==> src/rtl/alu_muldiv_seq_if.sv <==
`default_nettype none
// ============================================================================
// Module      : alu_muldiv_seq_if
// Description : Bundle of the multiply/divide sequencer request/response
//               handshake and the borrowed-ALU operand/result bus.
//               master : requester / execute stage side (drives start, op,
//                        opa, opb and returns the shared ALU result alu_r)
//               slave  : the sequencer itself
// Revision    : 1.0 - initial release
// ============================================================================
interface alu_muldiv_seq_if;
    logic        start;     // request, accepted when start && ready
    logic [1:0]  op;        // op[0]: 0 mul / 1 div, op[1]: signed request
    logic [31:0] opa;       // multiplicand / dividend
    logic [31:0] opb;       // multiplier / divisor
    logic        ready;     // idle, may accept
    logic        busy;      // operation in flight
    logic        done;      // one-cycle pulse, hi/lo valid
    logic [31:0] hi;        // product[63:32] / remainder
    logic [31:0] lo;        // product[31:0]  / quotient
    logic        alu_sel;   // shared ALU operand mux selects the sequencer
    logic [31:0] alu_a;     // ALU operand a
    logic [31:0] alu_b;     // ALU operand b
    logic [3:0]  alu_aluc;  // ALU op code
    logic [31:0] alu_r;     // ALU result

    modport master (
        output start, op, opa, opb, alu_r,
        input  ready, busy, done, hi, lo, alu_sel, alu_a, alu_b, alu_aluc
    );

    modport slave (
        input  start, op, opa, opb, alu_r,
        output ready, busy, done, hi, lo, alu_sel, alu_a, alu_b, alu_aluc
    );
endinterface
`default_nettype wire

==> src/rtl/alu_muldiv_seq.sv <==
`default_nettype none
// ============================================================================
// Module      : alu_muldiv_seq
// Description : Multi-cycle MULT(U)/DIV(U) sequencer. Borrows the shared
//               32-bit ALU for 32 iterations of shift-add (multiply) or
//               restoring shift-subtract (divide) and returns {hi, lo} with
//               a one-cycle done pulse.
// Ports       : clk  - system clock, rising edge
//               rst  - synchronous active-high reset
//               bus  - alu_muldiv_seq_if.slave: start/op/opa/opb request,
//                      ready/busy/done/hi/lo response, alu_sel/alu_a/alu_b/
//                      alu_aluc drive and alu_r return of the shared ALU
// Config      : MULDIV_SIGNED_EN - when defined, op[1]=1 selects a signed
//               operation (magnitudes at accept, sign fix-up in FIX state).
//               When undefined, every operation is unsigned.
// Revision    : 1.0 - initial release
// ============================================================================
module alu_muldiv_seq (
    input  logic             clk,
    input  logic             rst,
    alu_muldiv_seq_if.slave  bus
);
    typedef enum logic [1:0] {
        S_IDLE = 2'd0,
        S_RUN  = 2'd1,
        S_FIX  = 2'd2,   // reachable only in the signed build
        S_DONE = 2'd3
    } state_t;

    localparam logic [3:0] C_ALUC_ADD = 4'b0000;
    localparam logic [3:0] C_ALUC_SUB = 4'b0001;

    state_t      state_q;
    logic [31:0] hi_q, lo_q;
    logic [31:0] m_q;         // multiplicand M or divisor D (magnitude)
    logic [4:0]  cnt_q;
    logic        div_q;
    logic        neg_lo_q;    // negate product (mul) / quotient (div)
    logic        neg_hi_q;    // negate remainder (div only)
    logic        ready_q, busy_q, done_q;

    // ---------------------------------------------------------------- signed
    logic        signed_op_w;
`ifdef MULDIV_SIGNED_EN
    assign signed_op_w = bus.op[1];
`else
    assign signed_op_w = 1'b0;
    logic  unused_op1_w;
    assign unused_op1_w = bus.op[1];
`endif

    logic        a_neg_w, b_neg_w;
    logic [31:0] a_mag_w, b_mag_w;
    assign a_neg_w = signed_op_w & bus.opa[31];
    assign b_neg_w = signed_op_w & bus.opb[31];
    assign a_mag_w = a_neg_w ? (~bus.opa + 32'd1) : bus.opa;
    assign b_mag_w = b_neg_w ? (~bus.opb + 32'd1) : bus.opb;

    // -------------------------------------------------------------- datapath
    // Divide: partial remainder shifted left by one, with the bit that falls
    // off the top kept aside; if it is set the shifted value exceeds 32 bits
    // and the subtraction must always be taken.
    logic [31:0] rs_w;
    logic        take_w;
    logic        carry_w;
    logic [63:0] prod_neg_w;
    assign rs_w       = {hi_q[30:0], lo_q[31]};
    assign take_w     = hi_q[31] | (rs_w >= m_q);
    // Carry out of hi + addend, recovered from wrap-around of the ALU sum.
    assign carry_w    = (bus.alu_r < hi_q);
    assign prod_neg_w = ~{hi_q, lo_q} + 64'd1;

    logic        alu_sel_w;
    logic [31:0] alu_a_w, alu_b_w;
    logic [3:0]  alu_aluc_w;
    always_comb begin
        alu_sel_w  = 1'b0;
        alu_a_w    = 32'd0;
        alu_b_w    = 32'd0;
        alu_aluc_w = C_ALUC_ADD;
        if (state_q == S_RUN) begin
            alu_sel_w = 1'b1;
            if (div_q) begin
                alu_a_w    = rs_w;
                alu_b_w    = m_q;
                alu_aluc_w = C_ALUC_SUB;
            end else begin
                alu_a_w    = hi_q;
                alu_b_w    = lo_q[0] ? m_q : 32'd0;
            end
        end
    end

    // ------------------------------------------------------------------- FSM
    always_ff @(posedge clk) begin
        if (rst) begin
            state_q  <= S_IDLE;
            hi_q     <= 32'd0;
            lo_q     <= 32'd0;
            m_q      <= 32'd0;
            cnt_q    <= 5'd0;
            div_q    <= 1'b0;
            neg_lo_q <= 1'b0;
            neg_hi_q <= 1'b0;
            ready_q  <= 1'b1;
            busy_q   <= 1'b0;
            done_q   <= 1'b0;
        end else begin
            case (state_q)
                S_IDLE: begin
                    done_q <= 1'b0;
                    if (bus.start) begin
                        div_q    <= bus.op[0];
                        hi_q     <= 32'd0;
                        cnt_q    <= 5'd0;
                        neg_lo_q <= a_neg_w ^ b_neg_w;
                        if (bus.op[0]) begin
                            lo_q     <= a_mag_w;
                            m_q      <= b_mag_w;
                            neg_hi_q <= a_neg_w;
                        end else begin
                            lo_q     <= b_mag_w;
                            m_q      <= a_mag_w;
                            neg_hi_q <= 1'b0;
                        end
                        ready_q <= 1'b0;
                        busy_q  <= 1'b1;
                        state_q <= S_RUN;
                    end
                end
                S_RUN: begin
                    if (div_q) begin
                        hi_q <= take_w ? bus.alu_r : rs_w;
                        lo_q <= {lo_q[30:0], take_w};
                    end else begin
                        hi_q <= {carry_w, bus.alu_r[31:1]};
                        lo_q <= {bus.alu_r[0], lo_q[31:1]};
                    end
                    cnt_q <= cnt_q + 5'd1;
                    if (cnt_q == 5'd31) begin
                        if (neg_lo_q | neg_hi_q) begin
                            state_q <= S_FIX;
                        end else begin
                            state_q <= S_DONE;
                            done_q  <= 1'b1;
                        end
                    end
                end
                S_FIX: begin
                    if (div_q) begin
                        if (neg_lo_q) lo_q <= ~lo_q + 32'd1;
                        if (neg_hi_q) hi_q <= ~hi_q + 32'd1;
                    end else if (neg_lo_q) begin
                        {hi_q, lo_q} <= prod_neg_w;
                    end
                    state_q <= S_DONE;
                    done_q  <= 1'b1;
                end
                S_DONE: begin
                    done_q  <= 1'b0;
                    busy_q  <= 1'b0;
                    ready_q <= 1'b1;
                    state_q <= S_IDLE;
                end
                default: state_q <= S_IDLE;
            endcase
        end
    end

    assign bus.ready    = ready_q;
    assign bus.busy     = busy_q;
    assign bus.done     = done_q;
    assign bus.hi       = hi_q;
    assign bus.lo       = lo_q;
    assign bus.alu_sel  = alu_sel_w;
    assign bus.alu_a    = alu_a_w;
    assign bus.alu_b    = alu_b_w;
    assign bus.alu_aluc = alu_aluc_w;
endmodule
`default_nettype wire

==> src/flat_wrapper.sv <==
// flat-port wrapper written by rule: the top's interface ports become plain ports
module alu_muldiv_seq_flat 
  (clk, rst, bus_start, bus_op, bus_opa, bus_opb, bus_alu_r, bus_ready, bus_busy, bus_done, bus_hi, bus_lo, bus_alu_sel, bus_alu_a, bus_alu_b, bus_alu_aluc);
  alu_muldiv_seq_if bus_i ();
  input  logic clk;
  input  logic rst;
  input wire logic [$bits(bus_i.start)-1:0] bus_start;
  input wire logic [$bits(bus_i.op)-1:0] bus_op;
  input wire logic [$bits(bus_i.opa)-1:0] bus_opa;
  input wire logic [$bits(bus_i.opb)-1:0] bus_opb;
  input wire logic [$bits(bus_i.alu_r)-1:0] bus_alu_r;
  output wire logic [$bits(bus_i.ready)-1:0] bus_ready;
  output wire logic [$bits(bus_i.busy)-1:0] bus_busy;
  output wire logic [$bits(bus_i.done)-1:0] bus_done;
  output wire logic [$bits(bus_i.hi)-1:0] bus_hi;
  output wire logic [$bits(bus_i.lo)-1:0] bus_lo;
  output wire logic [$bits(bus_i.alu_sel)-1:0] bus_alu_sel;
  output wire logic [$bits(bus_i.alu_a)-1:0] bus_alu_a;
  output wire logic [$bits(bus_i.alu_b)-1:0] bus_alu_b;
  output wire logic [$bits(bus_i.alu_aluc)-1:0] bus_alu_aluc;
  assign bus_i.start = bus_start;
  assign bus_i.op = bus_op;
  assign bus_i.opa = bus_opa;
  assign bus_i.opb = bus_opb;
  assign bus_i.alu_r = bus_alu_r;
  assign bus_ready = bus_i.ready;
  assign bus_busy = bus_i.busy;
  assign bus_done = bus_i.done;
  assign bus_hi = bus_i.hi;
  assign bus_lo = bus_i.lo;
  assign bus_alu_sel = bus_i.alu_sel;
  assign bus_alu_a = bus_i.alu_a;
  assign bus_alu_b = bus_i.alu_b;
  assign bus_alu_aluc = bus_i.alu_aluc;
  alu_muldiv_seq u_core (.clk(clk), .rst(rst), .bus(bus_i));
endmodule
==> config.mk <==
export PLATFORM = sky130hd
export DESIGN_NAME = alu_muldiv_seq_flat
export DESIGN_NICKNAME = d
export VERILOG_FILES = /design/src/rtl/alu_muldiv_seq_if.sv /design/src/rtl/alu_muldiv_seq.sv /design/src/flat_wrapper.sv
export SDC_FILE = /design/constraint.sdc
export NUM_CORES = 1
export LEC_CHECK = 0
export CORE_AREA = 5 5 132 134
export CTS_CLUSTER_DIAMETER = 120
export DETAILED_ROUTE_END_ITERATION = 10
export DIE_AREA = 0 0 137 139
export PLACE_DENSITY_LB_ADDON = 0.1
export RECOVER_POWER = 25
export SLEW_MARGIN = 10
export SYNTH_ARGS = -nofsm -noshare
export SYNTH_HDL_FRONTEND = slang
export SYNTH_SLANG_ARGS = --single-unit
==> constraint.sdc <==
create_clock -name clk -period 3.9 [get_ports clk]
set_input_delay 1.17 -clock clk [delete_from_list [all_inputs] [get_ports clk]]
set_output_delay 1.17 -clock clk [all_outputs]
set_load 0.01 [all_outputs]
# Word-level counts from Yosys, hierarchy flattened
# Cells that the tools add are included.
word_totals:
  word_cells: 61
  input_bits: 101
  ff_bits: 107
  output_inout_bits: 136
classes:
  n_lt_le_gt_ge: 2
  n_mux: 28
  addsub: 1
  eq_ne: 8
  bitwise: 2
  n_reduce_logical: 11
ops:
  columns: ["op", "count"]
  rows:
  - ["32-bit 2-to-1 mux", 12]
  - ["32-bit case mux with 2 select lines", 2]
  - ["32-bit >= comparator", 1]
  - ["32-bit less-than comparator", 1]
  - ["5-bit case mux with 2 select lines", 1]
  - ["2-bit case mux with 4 select lines", 1]
  - ["2-bit AND reduction", 4]
  - ["1-bit 2-to-1 mux", 6]
  - ["2-bit != test (second input constant)", 3]
  - ["5-bit by 1-bit adder with 5-bit output (second input constant)", 1]
  - ["5-bit equality test (second input constant)", 1]
  - ["5-bit 2-to-1 mux", 1]
  - ["2-bit equality test (second input constant)", 2]
  - ["2-bit 2-to-1 mux", 2]
  - ["1-bit case mux with 2 select lines", 2]
  - ["4-bit AND reduction", 1]
  - ["2-bit nonzero test", 2]
  - ["1-bit case mux with 3 select lines", 1]
  - ["3-bit AND reduction", 1]
  - ["3-bit nonzero test", 1]
  - ["2-bit by 1-bit equality test with 1-bit output (second input constant)", 1]
  - ["2-bit zero test", 1]
  - ["2-bit by 1-bit != test with 1-bit output (second input constant)", 1]
  - ["2-bit OR reduction", 1]
  - ["other kinds (2)", 2]

# Depth between registers and ports, before layout
# Gate-level depths: netlist (run 1).
depth:
  word_depth: 5
  ltp_mapped: 10
  depth_no_buf: 9

# Worst setup path before layout (run 1)
# Ideal clock, no wire load.
synth_path:
  kind: "register to output"
  from: "register u_core.state_q[1]"
  to: "output bus_alu_a[10]"
  arrival_ns: 1.640
  path_slack_ns: 1.090
  path_stages_with_launch: 8
  required_ns: 2.730
  n_path_buf: 4
  path_cell_list: "dfxtp_1 > inv_1 > ha_1 > buf_2 > clkbuf_8 > clkbuf_1 > clkbuf_1 > nor2b_1"
synth_via:
  elab_chain_len: 2
synth_rtl:
  columns: ["element", "line_no", "text"]
  rows:
  - ["start: declaration", "alu_muldiv_seq.sv:33", "state_t state_q;"]
  - ["start signal: assignment", "alu_muldiv_seq.sv:97", "state_q <= S_IDLE;"]
  - ["start signal: assignment", "alu_muldiv_seq.sv:128", "state_q <= S_RUN;"]
  - ["start signal: assignment", "alu_muldiv_seq.sv:142", "state_q <= S_FIX;"]
  - ["2-bit by 1-bit equality test with 1-bit output", "alu_muldiv_seq.sv:81", "if (state_q == S_RUN) begin"]
  - ["32-bit 2-to-1 mux", "alu_muldiv_seq.sv:81", null]
  - ["end: declaration", "flat_wrapper.sv:18", "output wire logic [$bits(bus_i.alu_a)-1:0] bus_alu_a;"]
# No other way between the ends.

# Worst setup path in the final report (run 1)
layout_path:
  from: "register u_core.state_q[1]"
  to: "output bus_alu_a[24]"
# The elaborated chain is that of the path after synthesis.

==> summary.md, run 1 <==
| Metric | Value |
|---|---|
| Status | complete, but fails checks |
| Failing checks | capacitance limit, slew limit |
| Root Buffer | clkbuf_16 |
| Post-synthesis mux area share | 16.5% |
| CTS tree | yes |
| Clock Sinks | 107 |
| Total track usage | 23.0% |
| Critical Path Fanout Max | 70 |
| Hold endpoint | u_core.bus.busy |
| WL per Instance | 16.8 um |
| FILL cells | 1427 |
| Core footprint | 0.0162 mm2 |
| Adder-cell share of the synthesized area | between 10% and 20% |
| Post-synth EDFFs | 0 |
| Leak | 3.99 nW |
| Die Area | 0.0190 mm2 |
| Final nets | 1300 |
| R2R Path Start | u_core.state_q[0] |
| DIE HEIGHT | between 100 and 150 um |
| Peak supply drop | a little over 0.0003 V |
| Reg area | 0.00215 mm2 |
| CTS Buf Count | 9 |
| Crit Path Category | flop to output pin |
| PD cells | 439 mW/mm2 |
| Worst slew margin | -14.6% |
| Worst Path Required | about 2.7 ns |
| Crit path from | u_core.state_q[1] |
| Post-CTS Setup Inserts | 0 |
| Startpoint Class | flop |
| Vias in the first global route | 6701 |
| Yosys Warn Count | 0 |
| Clk slew on worst S/H paths | roughly 0.080 ns |
| Worst skew pair latency | 0.36 ns |
| Synth cell count leaders | mux2i_1, dfxtp_1, a211oi_1 |
| Top cells by area, synth | dfxtp_1, mux2i_1, ha_1 |
| Final clock period utilization by the worst path | between 90% and 100% |
| Synth area leader | dfxtp_1 |
| RePlAce Congestion | 0.820 |
| Library cells used by synthesis | 47 |
| Least-Margin Pin Slew | 1.72 ns |
| CTS Hold Buffers Added | 0 |
| First-pass GRT wire length | 35.5 mm |
| TritonRoute pass-1 iters | 5 |
| Hold Path Stages | 2 |
| Drt drc | 0 |
| # diodes | 0 |
| Synthesized instance count | 940 |
| Vias | roughly 7300 |
| H-tree depth | 3 |
| Layout cells sized above 1 | 3.79% |
| Largest net degree at the start of global routing | 78 |
| Most common cell in the synthesized netlist | mux2i_1 |
| I/O Buffers | 232 |
| Post-synth top flop | dfxtp_1 |
| Post-route setup TNS | 0 ns |
| Area Overhead vs Synth | 33.9% |
| I/O pins | 237 |
| Worst reg2reg path endpoint | u_core.bus.lo[24] |
| Critical path data arrival time | 2.37 ns |
| Max-slew violation count | 35 |
| Antenna violations before repair | 0 |
| Mean post-synth cell area | about 8.4 um2 |
| Post-Syn Area | 0.00789 mm2 |
| CTS Buffer Depth | 2 |
| Setup crit end kind | output pin |
| GRT Residual Overflow | 0 |
| Largest family of logic cells by synthesized area | compound AO/OA/AOI/OAI gates |
| DIE WIDTH | 137 um |
| Min-delay worst type | flop to flop |
| Synth Area in Compound Gates | 21.5% |
| Post-synthesis sequential area ratio | 27.1% |
| FF-to-FF path depth | 9 |
| Unrepaired setup endpoints after global routing | false |
| XOR/XNOR share of the synthesized area | 0% |
| Max_cap viols | 1 |
| Synth Register Bits | 107 |
| # resized after CTS | 0 |
| Initial Util | 48.8% |
| Hold Startpoint | u_core.bus.busy |
| WL final | 22.7 mm |
| Top-area cell type share of the netlist area | 27.1% |
| Final Hold Viols | 0 |
| Reg2Reg Setup Slack | roughly 1.2 ns |
| Simple-gate share of the synthesized area | 15.6% |
| Pwr Total | roughly 4.6 mW |
| Minimum clock period | 3.54 ns |
| Area of the multi-input gates | a little over 0.005 mm2 |
| Row count | 47 |
| Initial DRC Count | 422 |
| Clk_skew | 0.0176 ns |
| Final setup violation count | 0 |
| Post-DRT Antenna Nets | 0 |
| Ys async rst share | 0% |
| Max Clk Rate | 282 MHz |
| Drt via density | about 5.4 |
| DP HPWL | 16.9 mm |
flip-flops by register name, summed over array words and instances, names as in the netlist:
name,flops
u_core.bus.done,1
u_core.state_q,2
u_core.cnt_q,5
u_core.bus.ready,1
u_core.bus.hi,32
u_core.bus.busy,1
u_core.div_q,1
u_core.m_q,32
u_core.bus.lo,32
critical path: stages, from the launching register on:
cell and delay [ns]:
dfxtp_1 0.35, inv_1 0.14, ha_4 0.17, buf_4 0.55, nor2b_1 0.22, clkdlybuf4s50_1 0.55
stage by stage:
stage / instance area [um2] / std cells / setup WS (ns) / hold slack (ns) / utilization [%]
floorplan: 7900 / 942 / 1.09 / 0.460 / -
global placement: 10300 / 1338 / 0.557 / 0.470 / 63.6
detailed placement: 10300 / 1338 / 0.556 / 0.476 / 63.6
CTS: 10600 / 1354 / 0.339 / 0.496 / 65.4
global route: 10600 / 1354 / 0.219 / 0.538 / 65.3
finish: 10600 / 1354 / 0.359 / 0.486 / 65.3
per-layer routing:
metal  up-vias  global-route usage, %  share of wire, %
met5         -                      0                 0
met4         0                   5.83               1.2
met3        18                   4.61               5.8
met2       182                   36.5                45
met1      3385                   31.9                47
li1       3751                      -                 -
cell usage in the layout (no fill, tap or decap), types with 2 or more instances in the layout:
cell type,Yosys,final
a211oi_1,99,99
a21o_1,8,8
a21oi_1,57,56
a221oi_1,2,2
a22oi_1,33,33
a32oi_1,2,2
and2_0,0,2
and2_1,34,32
and3_1,2,2
and4_1,3,3
buf_12,0,3
buf_4,3,12
clkbuf_1,47,2
clkbuf_16,0,9
clkdlybuf4s50_1,0,223
conb_1,1,3
dfxtp_1,107,106
dlygate4sd3_1,0,7
ha_1,70,69
inv_1,66,66
inv_8,0,4
mux2i_1,129,129
nand2_1,23,23
nand2b_1,5,5
nand3_1,5,5
nand4_1,7,7
nor2_1,84,83
nor2b_1,65,65
nor3_1,2,2
nor4_1,3,3
o211ai_1,2,2
o21a_1,2,2
o21ai_0,12,12
o21ai_1,28,28
o31ai_1,2,2
or4_1,2,2
worst max-delay path by stage:
| stage | end | slack [ns] | cells past startpoint |
|---|---|---|---|
| after floorplan | bus_alu_a[10] | 1.09 | 7 |
| after CTS | bus_alu_a[23] | 0.34 | 4 |
| after global routing | bus_alu_a[21] | 0.22 | 5 |
| final | bus_alu_a[24] | 0.36 | 5 |
| after detailed placement | u_core.bus.hi[31] | 0.56 | 8 |
| after global placement | u_core.bus.hi[31] | 0.56 | 8 |
power breakdown:
group / switching, mW / leakage, nW / internal, mW
registers: 0.250 / 0.880 / 1.29
logic: 1.12 / 2.97 / 1.04
clock network: 0.476 / 0.145 / 0.457
total: 1.85 / 3.99 / 2.79
cell families (layout without fill, tap and decap cells):
group | Yosys count | in the layout
adders and majority gates | 70 | 70
and+or+nand+nor | 239 | 239
AOI/OAI and AO/OA | 255 | 255
buffers and inverters | 138 | 330
other | 1 | 3
muxes | 130 | 130
DFF | 107 | 107
cell type report:
cell class / instances / share of cell area (%)
well taps: 220 / 2.61
flip-flops and latches: 107 / 20.3
clock inverters: 6 / 0.592
inverters: 66 / 2.35
clock buffers: 10 / 2.17
repair buffers: 248 / 23.3
multi-input cells: 697 / 48.6
No activity file was read; power rests on OpenSTA's default activity.
==> run 2: changes to the inputs <==
- TNS_END_PERCENT: not set -> 10
- clock period: 3.9 -> 4.4 ns (I/O delays scaled with it)
==> run 2 against run 1 <==
Effect of this change: the run still ends with capacitance limit, slew limit left; highest routed layer unchanged; setup slack improved by 0.28 ns; global-route usage rose by 0.11 points; non-clock buffer count fell by 2; critical path depth fell by 1; total power fell by 11%; via count rose by 0.11%.
==> summary.md, run 2 (synthesis gave the netlist of run 1 again) <==
| Metric | Value |
|---|---|
| Status | complete, but fails checks |
| Failing checks | capacitance limit, slew limit |
| TritonRoute pass-1 iters | 4 (-1) |
| Worst skew pair latency | 0.35 ns (about the same) |
| Crit Path Category | flop to output pin |
| WHS | 0.488 ns (+0.00216 ns) |
| Row count | 47 (unchanged) |
| CTS tree | yes |
| FILL cells | 1399 (-2.0%) |
| H-tree depth | 3 (unchanged) |
| Final WS setup | 0.641 ns (+0.282 ns) |
| Min-delay worst type | flop to flop |
| Largest net degree at the start of global routing | 76 (-2.6%) |
| Drt drc | 0 (unchanged) |
| Vias | 7344 (+0.11%) |
| Vias in the first global route | 6756 (+0.82%) |
| Non-filler instance count after layout | 1352 (-0.15%) |
| Reg area | 0.00215 mm2 (unchanged) |
| PD cells | 390 mW/mm2 (-11%) |
| Core footprint | 0.0162 mm2 (unchanged) |
| Post-DP Area | 0.0103 mm2 (-0.39%) |
| Hold Path Stages | 2 (unchanged) |
| Root Buffer | clkbuf_16 |
| WL per Instance | 16.8 um (about the same) |
| Total track usage | 23.1% (+0.11 points) |
| Most frequent cells in the layout | clkdlybuf4s50_1, mux2i_1, dfxtp_1 |
| Setup crit end kind | output pin |
| FF-to-FF path depth | 6 (-3) |
| Post-Place Cells | 1336 (-0.15%) |
| WL final | 22.7 mm (-0.20%) |
| I/O pins | 237 (unchanged) |
| RePlAce Congestion | 0.807 (-1.6%) |
| Critical path data arrival time | 2.44 ns (+0.07 ns) |
| Drt via density | 5.43 (+0.26%) |
| Critical Path Fanout Max | 32 (-54%) |
| Clock Sinks | 107 (unchanged) |
| Final clock period utilization by the worst path | 85.4% |
| Area of the multi-input gates | 0.00514 mm2 (unchanged) |
| Max-slew violation count | 115 (+230%) |
| # diodes | 0 (unchanged) |
| Initial DRC Count | 354 (-16%) |
| Post-layout util | 65.3% (about the same) |
| CTS Buffer Depth | 2 (unchanged) |
| Die Area | 0.0190 mm2 (unchanged) |
| Final setup violation count | 0 (unchanged) |
| GRT Residual Overflow | 0 (unchanged) |
| Minimum clock period | approximately 3.8 ns |
| First-pass GRT wire length | 35.7 mm (+0.58%) |
| Worst slew margin | -22.3% (-7.7 points) |
| Unrepaired setup endpoints after global routing | false |
| Layout cells sized above 1 | 3.53% (-0.26 points) |
| Max Clk Rate | 266 MHz |
| Area Overhead vs Synth | 33.8% (about the same) |
| I/O Buffers | 232 (unchanged) |
| Final nets | 1298 (-0.15%) |
| Most common cell after layout, fill and taps aside | clkdlybuf4s50_1 |
| Leak | 4.04 nW (+1.3%) |
| CTS Buf Count | 9 (unchanged) |
| Clk_skew | 0.00740 ns (-0.0102 ns) |
| Least-Margin Pin Slew | 1.83 ns (+0.116 ns) |
| Startpoint Class | flop |
| DIE WIDTH | 137 um (unchanged) |
| Max_cap viols | 2 (+1) |
| DP HPWL | 16.8 mm (-0.40%) |
| Post-route setup TNS | 0 ns (unchanged) |
| Post-DRT Antenna Nets | 0 (unchanged) |
| DIE HEIGHT | 139 um (unchanged) |
| Initial Util | 48.8% (unchanged) |
| Design area | 0.0106 mm2 (about the same) |
| Pre-CTS setup slack | 0.753 ns (+0.197 ns) |
| Final Hold Viols | 0 (unchanged) |
| Peak supply drop | 0.000215 V (-30%) |
| Post-CTS Setup Inserts | 0 (unchanged) |
| # resized after CTS | 0 (unchanged) |
| Worst Path Required | 3.08 ns (+0.35 ns) |
| Pwr Total | 4.12 mW (-11%) |
| Antenna violations before repair | 0 (unchanged) |
| Clk slew on worst S/H paths | 0.08 ns (about the same) |
| CTS Hold Buffers Added | 0 (unchanged) |
==> run 2: worst paths after layout <==
check / slack (ns) / start / to
min: 0.49 / u_core.bus.busy / u_core.bus.busy
max reg2reg: 1.46 / u_core.state_q[1] / u_core.m_q[0]
max: 0.64 / u_core.state_q[0] / bus_alu_b[16]
min reg2reg: 0.49 / u_core.bus.busy / u_core.bus.busy
==> run 2: critical path: stages (launching register included) <==
cell and delay, ns:
dfxtp_1 0.46, ha_4 0.17, o21a_1 0.65, and2_1 0.22, clkdlybuf4s50_1 0.58
==> run 2: layout make-up <==
cell class / count / area share (%)
inverters: 66 / 2.35
repair buffers: 246 / 23.1
clock buffers: 11 / 2.30
well taps: 220 / 2.61
clock inverters: 5 / 0.664
flip-flops and latches: 107 / 20.3
multi-input cells: 697 / 48.7
==> run 2: power breakdown <==
group / leakage [nW] / switching [mW] / total (mW) / internal (mW)
Combinational: 3.01 / 0.994 / 1.89 / 0.895
Clock: 0.154 / 0.397 / 0.866 / 0.468
Sequential: 0.880 / 0.218 / 1.36 / 1.15
Total: 4.04 / 1.61 / 4.12 / 2.51
==> run 2: metal layers <==
| metal | wire (um) | vias up | track usage, % |
|---|---|---|---|
| met5 | 0 | - | 0 |
| met4 | 172 | 0 | 3.41 |
| met3 | 1400 | 11 | 5.84 |
| met2 | 10400 | 172 | 36.4 |
| met1 | 10700 | 3412 | 32.6 |
| li1 | - | 3749 | - |
